**src/rtl/ledpanel_pkg.sv**
```systemverilog
// Shared types and constants for the ledpanel write-port arbiter and its clear engine.
package ledpanel_pkg;

  localparam logic [3:0] WR_RGB = 4'b0111;

  typedef enum logic [1:0] {
    CLR_IDLE = 2'd0,
    CLR_FILL = 2'd1,
    CLR_DONE = 2'd2
  } clr_state_t;

  typedef enum logic {
    RR_A = 1'b0,
    RR_B = 1'b1
  } rr_t;

  // Each panel holds 64x64 pixels.
  function automatic int mem_words(input int chained);
    return chained * 4096;
  endfunction

endpackage

```
**src/rtl/ledpanel_wr_arbiter_if.sv**
```systemverilog
// Requester A/B write channels plus the registered write port toward ledpanel.
interface ledpanel_wr_arbiter_if #(
  parameter int ADDR_W = 16
);
  // Handshake: a write moves when valid & ready in the same cycle. ready is
  // combinational and may depend on valid; valid must never depend on ready,
  // and valid plus payload stay stable until accepted.
  logic              a_valid;
  logic              a_ready;
  logic [3:0]        a_wr;
  logic [ADDR_W-1:0] a_addr;
  logic [23:0]       a_wdat;

  logic              b_valid;
  logic              b_ready;
  logic [3:0]        b_wr;
  logic [ADDR_W-1:0] b_addr;
  logic [23:0]       b_wdat;

  logic              ctrl_en;
  logic [3:0]        ctrl_wr;
  logic [ADDR_W-1:0] ctrl_addr;
  logic [23:0]       ctrl_wdat;

  modport master (
    output a_valid, a_wr, a_addr, a_wdat,
    output b_valid, b_wr, b_addr, b_wdat,
    input  a_ready, b_ready,
    input  ctrl_en, ctrl_wr, ctrl_addr, ctrl_wdat
  );

  modport slave (
    input  a_valid, a_wr, a_addr, a_wdat,
    input  b_valid, b_wr, b_addr, b_wdat,
    output a_ready, b_ready,
    output ctrl_en, ctrl_wr, ctrl_addr, ctrl_wdat
  );

endinterface

```
**src/rtl/ledpanel_clear_engine.sv**
```systemverilog
// Frame-clear engine: floods every video-memory word with one latched colour.
module ledpanel_clear_engine
  import ledpanel_pkg::*;
#(
  parameter int CHAINED = 2,
  parameter int ADDR_W  = 16
) (
  input  logic              clk,
  input  logic              rst,
  input  logic              clr_start,
  input  logic [23:0]       clr_color,
  output logic              fill_en,
  output logic [ADDR_W-1:0] fill_addr,
  output logic [23:0]       fill_wdat,
  output logic              clr_busy,
  output logic              clr_done,
  output clr_state_t        state
);

  localparam int MEM_WORDS = mem_words(CHAINED);
  localparam int CNT_W     = ADDR_W + 1;
  localparam logic [CNT_W-1:0] LAST = CNT_W'(MEM_WORDS - 1);

  clr_state_t       state_q, state_d;
  logic [CNT_W-1:0] cnt_q, cnt_d;
  logic [23:0]      color_q, color_d;

  always_ff @(posedge clk) begin
    if (rst) begin
      state_q <= CLR_IDLE;
      cnt_q   <= '0;
      color_q <= '0;
    end else begin
      state_q <= state_d;
      cnt_q   <= cnt_d;
      color_q <= color_d;
    end
  end

  always_comb begin
    state_d = state_q;
    cnt_d   = cnt_q;
    color_d = color_q;
    case (state_q)
      CLR_IDLE: begin
        if (clr_start) begin
          state_d = CLR_FILL;
          cnt_d   = '0;
          color_d = clr_color;
        end
      end
      CLR_FILL: begin
        cnt_d = cnt_q + CNT_W'(1);
        if (cnt_q == LAST) state_d = CLR_DONE;
      end
      CLR_DONE: state_d = CLR_IDLE;
      default:  state_d = CLR_IDLE;
    endcase
  end

  // fill_* is the word for the next cycle: the top registers it, so while in
  // FILL the word on ctrl_addr is always cnt_q.
  always_comb begin
    fill_en   = 1'b0;
    fill_addr = '0;
    fill_wdat = color_q;
    clr_busy  = 1'b0;
    clr_done  = 1'b0;
    case (state_q)
      CLR_IDLE: begin
        if (clr_start) begin
          fill_en   = 1'b1;
          fill_wdat = clr_color;
        end
      end
      CLR_FILL: begin
        clr_busy = 1'b1;
        if (cnt_q != LAST) begin
          fill_en   = 1'b1;
          fill_addr = ADDR_W'(cnt_q + CNT_W'(1));
        end
      end
      CLR_DONE: clr_done = 1'b1;
      default: ;
    endcase
  end

  assign state = state_q;

endmodule

```
**src/rtl/ledpanel_wr_arbiter.sv**
```systemverilog
// Round-robin owner of the ledpanel write port shared by requesters A, B and the clear engine.
module ledpanel_wr_arbiter
  import ledpanel_pkg::*;
#(
  parameter int CHAINED = 2,
  parameter int ADDR_W  = 16
) (
  input  logic                  ctrl_clk,
  input  logic                  reset,
  ledpanel_wr_arbiter_if.slave  bus,
  input  logic                  clr_start,
  input  logic [23:0]           clr_color,
  output logic                  clr_busy,
  output logic                  clr_done,
  output clr_state_t            clr_state
);

  logic              fill_en;
  logic [ADDR_W-1:0] fill_addr;
  logic [23:0]       fill_wdat;
  logic              blk;
  logic              a_xfer, b_xfer;
  rr_t               rr_q;

  logic              en_q;
  logic [3:0]        wr_q;
  logic [ADDR_W-1:0] addr_q;
  logic [23:0]       wdat_q;

  ledpanel_clear_engine #(
    .CHAINED (CHAINED),
    .ADDR_W  (ADDR_W)
  ) u_clear (
    .clk       (ctrl_clk),
    .rst       (reset),
    .clr_start (clr_start),
    .clr_color (clr_color),
    .fill_en   (fill_en),
    .fill_addr (fill_addr),
    .fill_wdat (fill_wdat),
    .clr_busy  (clr_busy),
    .clr_done  (clr_done),
    .state     (clr_state)
  );

  // A clear starting this cycle already owns the next port slot.
  assign blk = clr_busy | (clr_start & (clr_state == CLR_IDLE));

  assign bus.a_ready = bus.a_valid & ~blk & (~bus.b_valid | (rr_q == RR_B));
  assign bus.b_ready = bus.b_valid & ~blk & (~bus.a_valid | (rr_q == RR_A));
  assign a_xfer      = bus.a_ready;
  assign b_xfer      = bus.b_ready;

  always_ff @(posedge ctrl_clk) begin
    if (reset) begin
      en_q   <= 1'b0;
      wr_q   <= '0;
      addr_q <= '0;
      wdat_q <= '0;
      rr_q   <= RR_B;
    end else begin
      en_q <= fill_en | a_xfer | b_xfer;
      if (fill_en) begin
        wr_q   <= WR_RGB;
        addr_q <= fill_addr;
        wdat_q <= fill_wdat;
      end else if (a_xfer) begin
        wr_q   <= bus.a_wr;
        addr_q <= bus.a_addr;
        wdat_q <= bus.a_wdat;
      end else if (b_xfer) begin
        wr_q   <= bus.b_wr;
        addr_q <= bus.b_addr;
        wdat_q <= bus.b_wdat;
      end
      if (a_xfer)      rr_q <= RR_A;
      else if (b_xfer) rr_q <= RR_B;
    end
  end

  assign bus.ctrl_en   = en_q;
  assign bus.ctrl_wr   = wr_q;
  assign bus.ctrl_addr = addr_q;
  assign bus.ctrl_wdat = wdat_q;

endmodule

```
**src/flat_wrapper.sv**
```systemverilog
// flat-port wrapper written by rule: the top's interface ports become plain ports
module ledpanel_wr_arbiter_flat import ledpanel_pkg::*;
#(
  parameter int CHAINED = 2,
  parameter int ADDR_W  = 16
)
  (ctrl_clk, reset, clr_start, clr_color, clr_busy, clr_done, clr_state, bus_a_valid, bus_a_wr, bus_a_addr, bus_a_wdat, bus_b_valid, bus_b_wr, bus_b_addr, bus_b_wdat, bus_a_ready, bus_b_ready, bus_ctrl_en, bus_ctrl_wr, bus_ctrl_addr, bus_ctrl_wdat);
  ledpanel_wr_arbiter_if #(.ADDR_W(ADDR_W)) bus_i ();
  input  logic ctrl_clk;
  input  logic reset;
  input  logic clr_start;
  input  logic [23:0] clr_color;
  output logic clr_busy;
  output logic clr_done;
  output clr_state_t clr_state;
  input wire logic [$bits(bus_i.a_valid)-1:0] bus_a_valid;
  input wire logic [$bits(bus_i.a_wr)-1:0] bus_a_wr;
  input wire logic [$bits(bus_i.a_addr)-1:0] bus_a_addr;
  input wire logic [$bits(bus_i.a_wdat)-1:0] bus_a_wdat;
  input wire logic [$bits(bus_i.b_valid)-1:0] bus_b_valid;
  input wire logic [$bits(bus_i.b_wr)-1:0] bus_b_wr;
  input wire logic [$bits(bus_i.b_addr)-1:0] bus_b_addr;
  input wire logic [$bits(bus_i.b_wdat)-1:0] bus_b_wdat;
  output wire logic [$bits(bus_i.a_ready)-1:0] bus_a_ready;
  output wire logic [$bits(bus_i.b_ready)-1:0] bus_b_ready;
  output wire logic [$bits(bus_i.ctrl_en)-1:0] bus_ctrl_en;
  output wire logic [$bits(bus_i.ctrl_wr)-1:0] bus_ctrl_wr;
  output wire logic [$bits(bus_i.ctrl_addr)-1:0] bus_ctrl_addr;
  output wire logic [$bits(bus_i.ctrl_wdat)-1:0] bus_ctrl_wdat;
  assign bus_i.a_valid = bus_a_valid;
  assign bus_i.a_wr = bus_a_wr;
  assign bus_i.a_addr = bus_a_addr;
  assign bus_i.a_wdat = bus_a_wdat;
  assign bus_i.b_valid = bus_b_valid;
  assign bus_i.b_wr = bus_b_wr;
  assign bus_i.b_addr = bus_b_addr;
  assign bus_i.b_wdat = bus_b_wdat;
  assign bus_a_ready = bus_i.a_ready;
  assign bus_b_ready = bus_i.b_ready;
  assign bus_ctrl_en = bus_i.ctrl_en;
  assign bus_ctrl_wr = bus_i.ctrl_wr;
  assign bus_ctrl_addr = bus_i.ctrl_addr;
  assign bus_ctrl_wdat = bus_i.ctrl_wdat;
  ledpanel_wr_arbiter #(.CHAINED(CHAINED), .ADDR_W(ADDR_W)) u_core (.ctrl_clk(ctrl_clk), .reset(reset), .bus(bus_i), .clr_start(clr_start), .clr_color(clr_color), .clr_busy(clr_busy), .clr_done(clr_done), .clr_state(clr_state));
endmodule
```
**config.mk**
```make
export PLATFORM = sky130hd
export DESIGN_NAME = ledpanel_wr_arbiter_flat
export DESIGN_NICKNAME = d
export VERILOG_FILES = /design/src/rtl/ledpanel_pkg.sv /design/src/rtl/ledpanel_wr_arbiter_if.sv /design/src/rtl/ledpanel_clear_engine.sv /design/src/rtl/ledpanel_wr_arbiter.sv /design/src/flat_wrapper.sv
export SDC_FILE = /design/constraint.sdc
export NUM_CORES = 1
export LEC_CHECK = 0
export CAP_MARGIN = 5
export CELL_PAD_IN_SITES_DETAIL_PLACEMENT = 0
export CELL_PAD_IN_SITES_GLOBAL_PLACEMENT = 1
export CORE_MARGIN = 1.5
export CORE_UTILIZATION = 32
export DETAILED_ROUTE_END_ITERATION = 6
export PLACE_DENSITY = 0.89
export SYNTH_ARGS = -nofsm -noshare
export SYNTH_HDL_FRONTEND = slang
export SYNTH_SLANG_ARGS = --single-unit
```
**constraint.sdc**
```tcl
create_clock -name ctrl_clk -period 2.5 [get_ports ctrl_clk]
set_clock_uncertainty 0.05 [all_clocks]
set_input_delay 0.625 -clock ctrl_clk [delete_from_list [all_inputs] [get_ports ctrl_clk]]
set_output_delay 0.625 -clock ctrl_clk [all_outputs]
set_load 0.03 [all_outputs]
```
==> reports/results.ini, run 1 <==
[detailed_routing]
drc=0
met3_length_um=952
detail_route.vias_per_cell=5.211
routed.top_layer=met4
detail_route.first_pass.iterations=5
drt.antenna.violating_nets=0
wl_met1_um=6114
wl_per_cell_um=15.58
drt-total-wl_um=14570
wl_met2_um=7228
drt_iter0_drc=263
vias=4872

[critical_path]
slowest_delay_ns=0.43
critPathTopFamily=buffers and inverters
end_kind=output port
crit_required_ns=1.82
cp-start-kind=input port
crit_fanout=6
worstSetupPathType=input port to output port
crit_buf_inv=3
cpMostUsedCell=buf_4
slowest_stage=clkdlybuf4s50_1
path_depth=6
r2r.worst_path.cells=7
critical_path.cell_chain=clkdlybuf4s50_1, buf_4, o21bai_4, nand2_1, a21oi_2, buf_4
cp.arrival_ns=1.78

[floorplan]
ioPinCount=168
core_mm2=0.01442
die-area_mm2=0.01540
die_w_um=124.1
rows=44
initial_utilization_pct=32.54
die_h_um=124.1

[global_route]
grt_max_degree=59
grt_pass1_wl_um=21870
antenna_found_initial=0
gr-usage-all-layers_pct=18.08
grt_pass1_vias=4480
gr-total-overflow=0

[timing]
fmax_mhz=406.8
fin_tns_setup_ns=0
rsz0062_at_grt=yes
period_share_pct=98.34
setup_viol=0
fin_crit_ns=2.458
hold_violations=0
slew_headroom_pct=40.50
worst_slack_ns=0.04159
tightestPinTransition_ns=0.8897
slew_violations=0

[yosys]
ys_ff_latch=89
synth_warnings=0
ys_async_sr_fraction_pct=0
yosys_most_used_dff=dfxtp_1
seq_area_frac_synth_pct=37.96
synth_cell_types=57
synth_nets=701
syn_avg_cell_area_um2=8.050
syn_area_mm2=0.004693
netlist_instances=583
synth_edf_count=0

[min_path]
whs_path_depth=2
worst_hold_path_type=flip-flop to flip-flop

[place]
dp_slack_ns=-0.2033
io_buffer_count=167
dpl.hpwl_um=10420
dpl-instance-area_mm2=0.006703
gp_congestion=0.8513

[cts]
cts_tree=yes
htree_levels=3
path_clk_slew_ns=0.07
ctsHoldBuffers=0
cts_root_buffer=clkbuf_16
worstSkewPairLatency_ns=0.34
numCtsBuffers=9
cts_num_sinks=89
clk_path_buf_depth=2

[final_layout]
diodes=0
final_cell_mix=163 x clkdlybuf4s50_1, 89 x dfxtp_1, 79 x nor2_1
final_area_mm2=0.007063
final_common_cell=clkdlybuf4s50_1
drive_gt1_share_pct=12.25
area_delta_synth_final_pct=50.49
fin_util_pct=48.97
final_nets=864

[power_and_ir_drop]
total_power_mw=4.110
ir_drop_v=0.0003671
power_density_mw_per_mm2=581.9
p_leak_nw=2.713

[run]
drv_cap=0

[status]
status=finished clean

-- where the power goes --
| part | switching, mW | total, mW | internal [mW] |
|---|---|---|---|
| clock | 0.582 | 1.47 | 0.884 |
| sequential | 0.0559 | 1.57 | 1.52 |
| combinational | 0.544 | 1.07 | 0.528 |
-- per-stage QoR --
step                      cells  hold slack, ns
final                       935          0.4049
after floorplan             583          0.3867
after global placement      915          0.3918
after global routing        935          0.4250
after CTS                   931          0.4070
after detailed placement    915          0.3970
-- final cells by class --
type	count	area, um^2
fillers	1383	7361
flip-flops and latches	89	1782
clock buffers	10	229.0
well taps	184	230.2
inverters	7	26.28
clock inverters	6	90.09
multi-input cells	435	2694
repair buffers	204	2012
-- logic make-up (layout without fill, tap and decap cells) --
family	Yosys count	after routing	share of synthesized area, %
fa+ha+maj	1	1	0.2666
compound gates	173	173	25.46
buf+inv	59	227	5.439
flops	89	89	37.96
simple gates	213	213	20.79
mux	35	35	7.651
xor+xnor	13	13	2.426
-- registers in the layout (all words and copies together) (netlist names) --
name and count:
u_core.rr_q 1, u_core.u_clear.state 2, u_core.u_clear.color_q 24, u_core.u_clear.cnt_q 17, u_core.bus.ctrl_addr 16, u_core.bus.ctrl_en 1
u_core.bus.ctrl_wdat 24, u_core.bus.ctrl_wr 4
-- path summary, 6_finish.rpt --
path | slack, ns | from | to
worst max-delay path | 0.04 | clr_start | bus_b_ready
worst min-delay path | 0.40 | u_core.u_clear.color_q[0]$_SDFF_PP0_ | u_core.u_clear.color_q[0]$_SDFF_PP0_
worst max register to register | 0.18 | u_core.u_clear.cnt_q[1]$_SDFFE_PP0P_ | u_core.bus.ctrl_addr[3]$_SDFFE_PP0P_
worst min register to register | 0.40 | u_core.u_clear.color_q[0]$_SDFF_PP0_ | u_core.u_clear.color_q[0]$_SDFF_PP0_
-- routing by layer --
layer / vias up / track usage (%)
met1: 2293 / 22.40
met5: - / 0
met2: 142 / 30.63
li1: 2415 / -
met4: 0 / 7.173
met3: 22 / 3.709
-- cells in the mapped netlist (2+ instances only) --
cell	count	area (um^2)
nand3_1	14	70.07
a211oi_1	33	247.7
buf_6	2	22.52
and2_1	2	12.51
a31oi_1	5	31.28
xor2_1	7	61.31
nand2_1	74	277.8
a221o_1	2	20.02
a31o_2	3	26.28
o21ai_0	9	45.04
buf_1	2	7.510
clkbuf_1	35	131.4
a2111oi_0	3	26.28
o21a_1	3	22.52
nand2b_1	2	12.51
nor2b_1	6	37.54
inv_1	6	22.52
and3_1	5	31.28
buf_2	12	60.06
a311o_1	2	20.02
mux2i_1	28	280.3
a211oi_2	5	62.56
mux2_2	7	78.83
nor2_1	79	296.5
dfxtp_1	89	1782
nor4_1	6	37.54
a211o_1	24	210.2
nor3_1	9	45.04
a21oi_1	69	345.3
o21ai_2	3	26.28
nand4_1	3	18.77
xnor2_1	6	52.55
o21ai_1	4	20.02
-- tightest hold or removal path: cells and delay by family (launching register included) --
| family | cells | cell delay (ns) |
|---|---|---|
| and+or+nand+nor | 1 | 0.05 |
| DFF | 1 | 0.31 |
| AOI/OAI and AO/OA | 1 | 0.05 |
-- repair_timing --
item,CTS,global route
pin swaps,0,2
endpoints found under the setup margin,2,5
buffers inserted,0,4
resized for setup,1,2
Power figures use the tool's default switching activity.
==> inputs of run 2 (changes only) <==
--- a/config.mk
+++ b/config.mk
@@ -11,6 +11,7 @@
 export CORE_MARGIN = 1.5
 export CORE_UTILIZATION = 32
 export DETAILED_ROUTE_END_ITERATION = 6
+export GPL_TIMING_DRIVEN = 0
 export PLACE_DENSITY = 0.89
 export SYNTH_ARGS = -nofsm -noshare
 export SYNTH_HDL_FRONTEND = slang
==> reports/results.ini, run 2 (synthesis gave the netlist of run 1 again) <==
[timing]
hold_violations=0  ; unchanged
rsz0062_at_grt=no
worst_slack_ns=0.07616  ; +0.03457 ns
period_share_pct=96.95  ; -1.4 points
fin_crit_ns=2.424  ; -0.03457 ns
slew_headroom_pct=53.57  ; +13 points
whs_ns=0.4044  ; -0.0005790 ns
setup_viol=0  ; unchanged
slew_violations=0  ; unchanged
tightestPinTransition_ns=0.6964  ; -0.1933 ns
fmax_mhz=412.6  ; +1.4%

[floorplan]
die_w_um=124.1  ; unchanged
die_h_um=124.1  ; unchanged
die-area_mm2=0.01540  ; unchanged
core_mm2=0.01442  ; unchanged
ioPinCount=168  ; unchanged
rows=44  ; unchanged
initial_utilization_pct=32.54  ; unchanged

[cts]
htree_levels=3  ; unchanged
cts_tree=yes
ctsHoldBuffers=0  ; unchanged
worstSkewPairLatency_ns=0.34  ; about the same
path_clk_slew_ns=0.07  ; about the same
numCtsBuffers=9  ; unchanged
cts_root_buffer=clkbuf_16
cts_num_sinks=89  ; unchanged
clk_path_buf_depth=2  ; unchanged

[place]
dpl.hpwl_um=11890  ; +14%
io_buffer_count=166  ; -0.60%
dp_slack_ns=-0.9854  ; -0.7821 ns
gp_congestion=0.8496  ; -0.20%
dpl-instance-area_mm2=0.006585  ; -1.8%

[detailed_routing]
detail_route.first_pass.iterations=6  ; +1
routed.top_layer=met4
detail_route.vias_per_cell=5.199  ; -0.23%
wl_met2_um=7243  ; +0.21%
wl_per_cell_um=16.82  ; +7.9%
drc=0  ; unchanged
drt_iter0_drc=276  ; +4.9%
wl_met1_um=7381  ; +21%
drt.antenna.violating_nets=0  ; unchanged
vias=4939  ; +1.4%
met3_length_um=947  ; -0.53%
drt-total-wl_um=15980  ; +9.7%

[global_route]
antenna_found_initial=0  ; unchanged
grt_max_degree=16  ; -73%
gr-usage-all-layers_pct=20.20  ; +2.1 points
grt_pass1_vias=4415  ; -1.5%
gr-total-overflow=0  ; unchanged
grt_pass1_wl_um=23840  ; +9.0%

[final_layout]
n_fill_cell=1427  ; +3.2%
diodes=0  ; unchanged
area_delta_synth_final_pct=49.00
final_common_cell=clkdlybuf4s50_1
final_cell_mix=161 x clkdlybuf4s50_1, 88 x dfxtp_1, 79 x nor2_1
drive_gt1_share_pct=11.49  ; -0.76 points
fin_util_pct=48.48  ; -0.49 points
final_area_mm2=0.006993  ; -0.99%
final_nets=879  ; +1.7%

[critical_path]
cpMostUsedCell=buf_4
end_kind=flip-flop
r2r-end=u_core.bus.ctrl_wdat[7]$_SDFFE_PP0P_
r2r.worst_path.cells=7  ; unchanged
cp.arrival_ns=2.63  ; +0.85 ns
critPathTopFamily=buffers and inverters
r2r_start=u_core.u_clear.cnt_q[1]$_SDFFE_PP0P_
crit_fanout=10  ; +4
crit_buf_inv=5  ; +2
slowest_delay_ns=0.42  ; about the same
critical_path.cell_chain=clkdlybuf4s50_1, clkbuf_4, or2_4, and2_1, buf_2, buf_4, buf_4, a211o_1, a211oi_1
worstSetupPathType=input port to flip-flop
crit_required_ns=2.71  ; +0.89 ns
slowest_stage=clkdlybuf4s50_1
cp-start-kind=input port
r2r_slack_ns=0.16  ; -0.02 ns

[power_and_ir_drop]
ir_drop_v=0.0003359  ; -8.5%
power_density_mw_per_mm2=580.3  ; -0.26%
total_power_mw=4.058  ; -1.3%
p_leak_nw=2.672  ; -1.5%

[min_path]
min_from=u_core.u_clear.color_q[22]$_SDFF_PP0_
worst_hold_path_type=flip-flop to flip-flop
whs_path_depth=2  ; unchanged
hold-path-endpoint=u_core.u_clear.color_q[22]$_SDFF_PP0_

[run]
drv_cap=0  ; unchanged

[status]
status=finished clean

run 2: changes by cell type in the layout (fill, tap and decap cells not counted), sizes merged, moves of 2 or more:
cell | previous run | this run
clkdlybuf4s50 | 163 | 161
clkbuf | 11 | 49
buf | 40 | 18
clkinvlp | 0 | 2
run 2: worst register-to-register path: stages, from the launching register on:
cell      delay (ns)
dfxtp_1         0.39
ha_2            0.26
nand3_4         0.15
nor4_4          0.43
a21oi_2         0.16
clkbuf_1        0.32
a211o_1         0.31
a211oi_1        0.20
run 2: per-stage QoR:
step	cells	setup TNS (ns)
after global placement	933	-32.09
final	950	0
after detailed placement	933	-33.00
after floorplan	583	0
after global routing	950	0
after CTS	950	0
run 2: worst max-delay path by stage:
stage | start | to | slack, ns | cells after the start
6_report | bus_a_valid | u_core.bus.ctrl_wdat[7]$_SDFFE_PP0P_ | 0.08 | 9
5_1_grt | u_core.u_clear.cnt_q[1]$_SDFFE_PP0P_ | u_core.bus.ctrl_addr[5]$_SDFFE_PP0P_ | 0.008 | 7
4_1_cts | bus_a_valid | u_core.bus.ctrl_wdat[7]$_SDFFE_PP0P_ | 0.001 | 9
3_5_place_dp | clr_start | bus_b_ready | -0.99 | 6
3_3_place_gp | clr_start | bus_b_ready | -0.97 | 6
2_1_floorplan | clr_start | bus_b_ready | 0.09 | 4
run 2: layout make-up:
cell class	instances	area [um^2]	share of cell area, %
flip-flops and latches	89	1783	25.50
clock buffers	11	242.7	3.471
plain buffers	52	277.8	3.972
well taps	184	230.2	3.292
inverters	7	27.53	0.3936
repair buffers	167	1658	23.71
clock inverters	5	62.56	0.8946
multi-input cells	435	2711	38.77
run 2: metal layers:
layer	up-vias	track usage (%)
met5	-	0
met4	0	6.889
met1	2327	27.99
li1	2442	-
met3	22	3.984
met2	148	31.28
run 2: power by group:
group | leakage [nW] | internal (mW) | switching (mW)
sequential | 0.733 | 1.52 | 0.0545
clock | 0.142 | 0.809 | 0.596
combinational | 1.80 | 0.508 | 0.575
total | 2.67 | 2.83 | 1.23
run 2: what timing repair did:
action / CTS / global route
setup endpoints to repair: 50 / 37
pin swaps: 1 / 1
buffers inserted: 1 / 0
gates resized for setup: 32 / 25
cloned: 0 / 0
==> inputs of run 3 (changes only) <==
--- a/config.mk
+++ b/config.mk
@@ -10,6 +10,7 @@
 export CELL_PAD_IN_SITES_GLOBAL_PLACEMENT = 1
 export CORE_MARGIN = 1.5
 export CORE_UTILIZATION = 32
+export CTS_CLUSTER_SIZE = 40
 export DETAILED_ROUTE_END_ITERATION = 6
 export GPL_TIMING_DRIVEN = 0
 export PLACE_DENSITY = 0.89
==> results of run 3 <==
No change in the layout: final DEF, timing and power equal those of run 2.
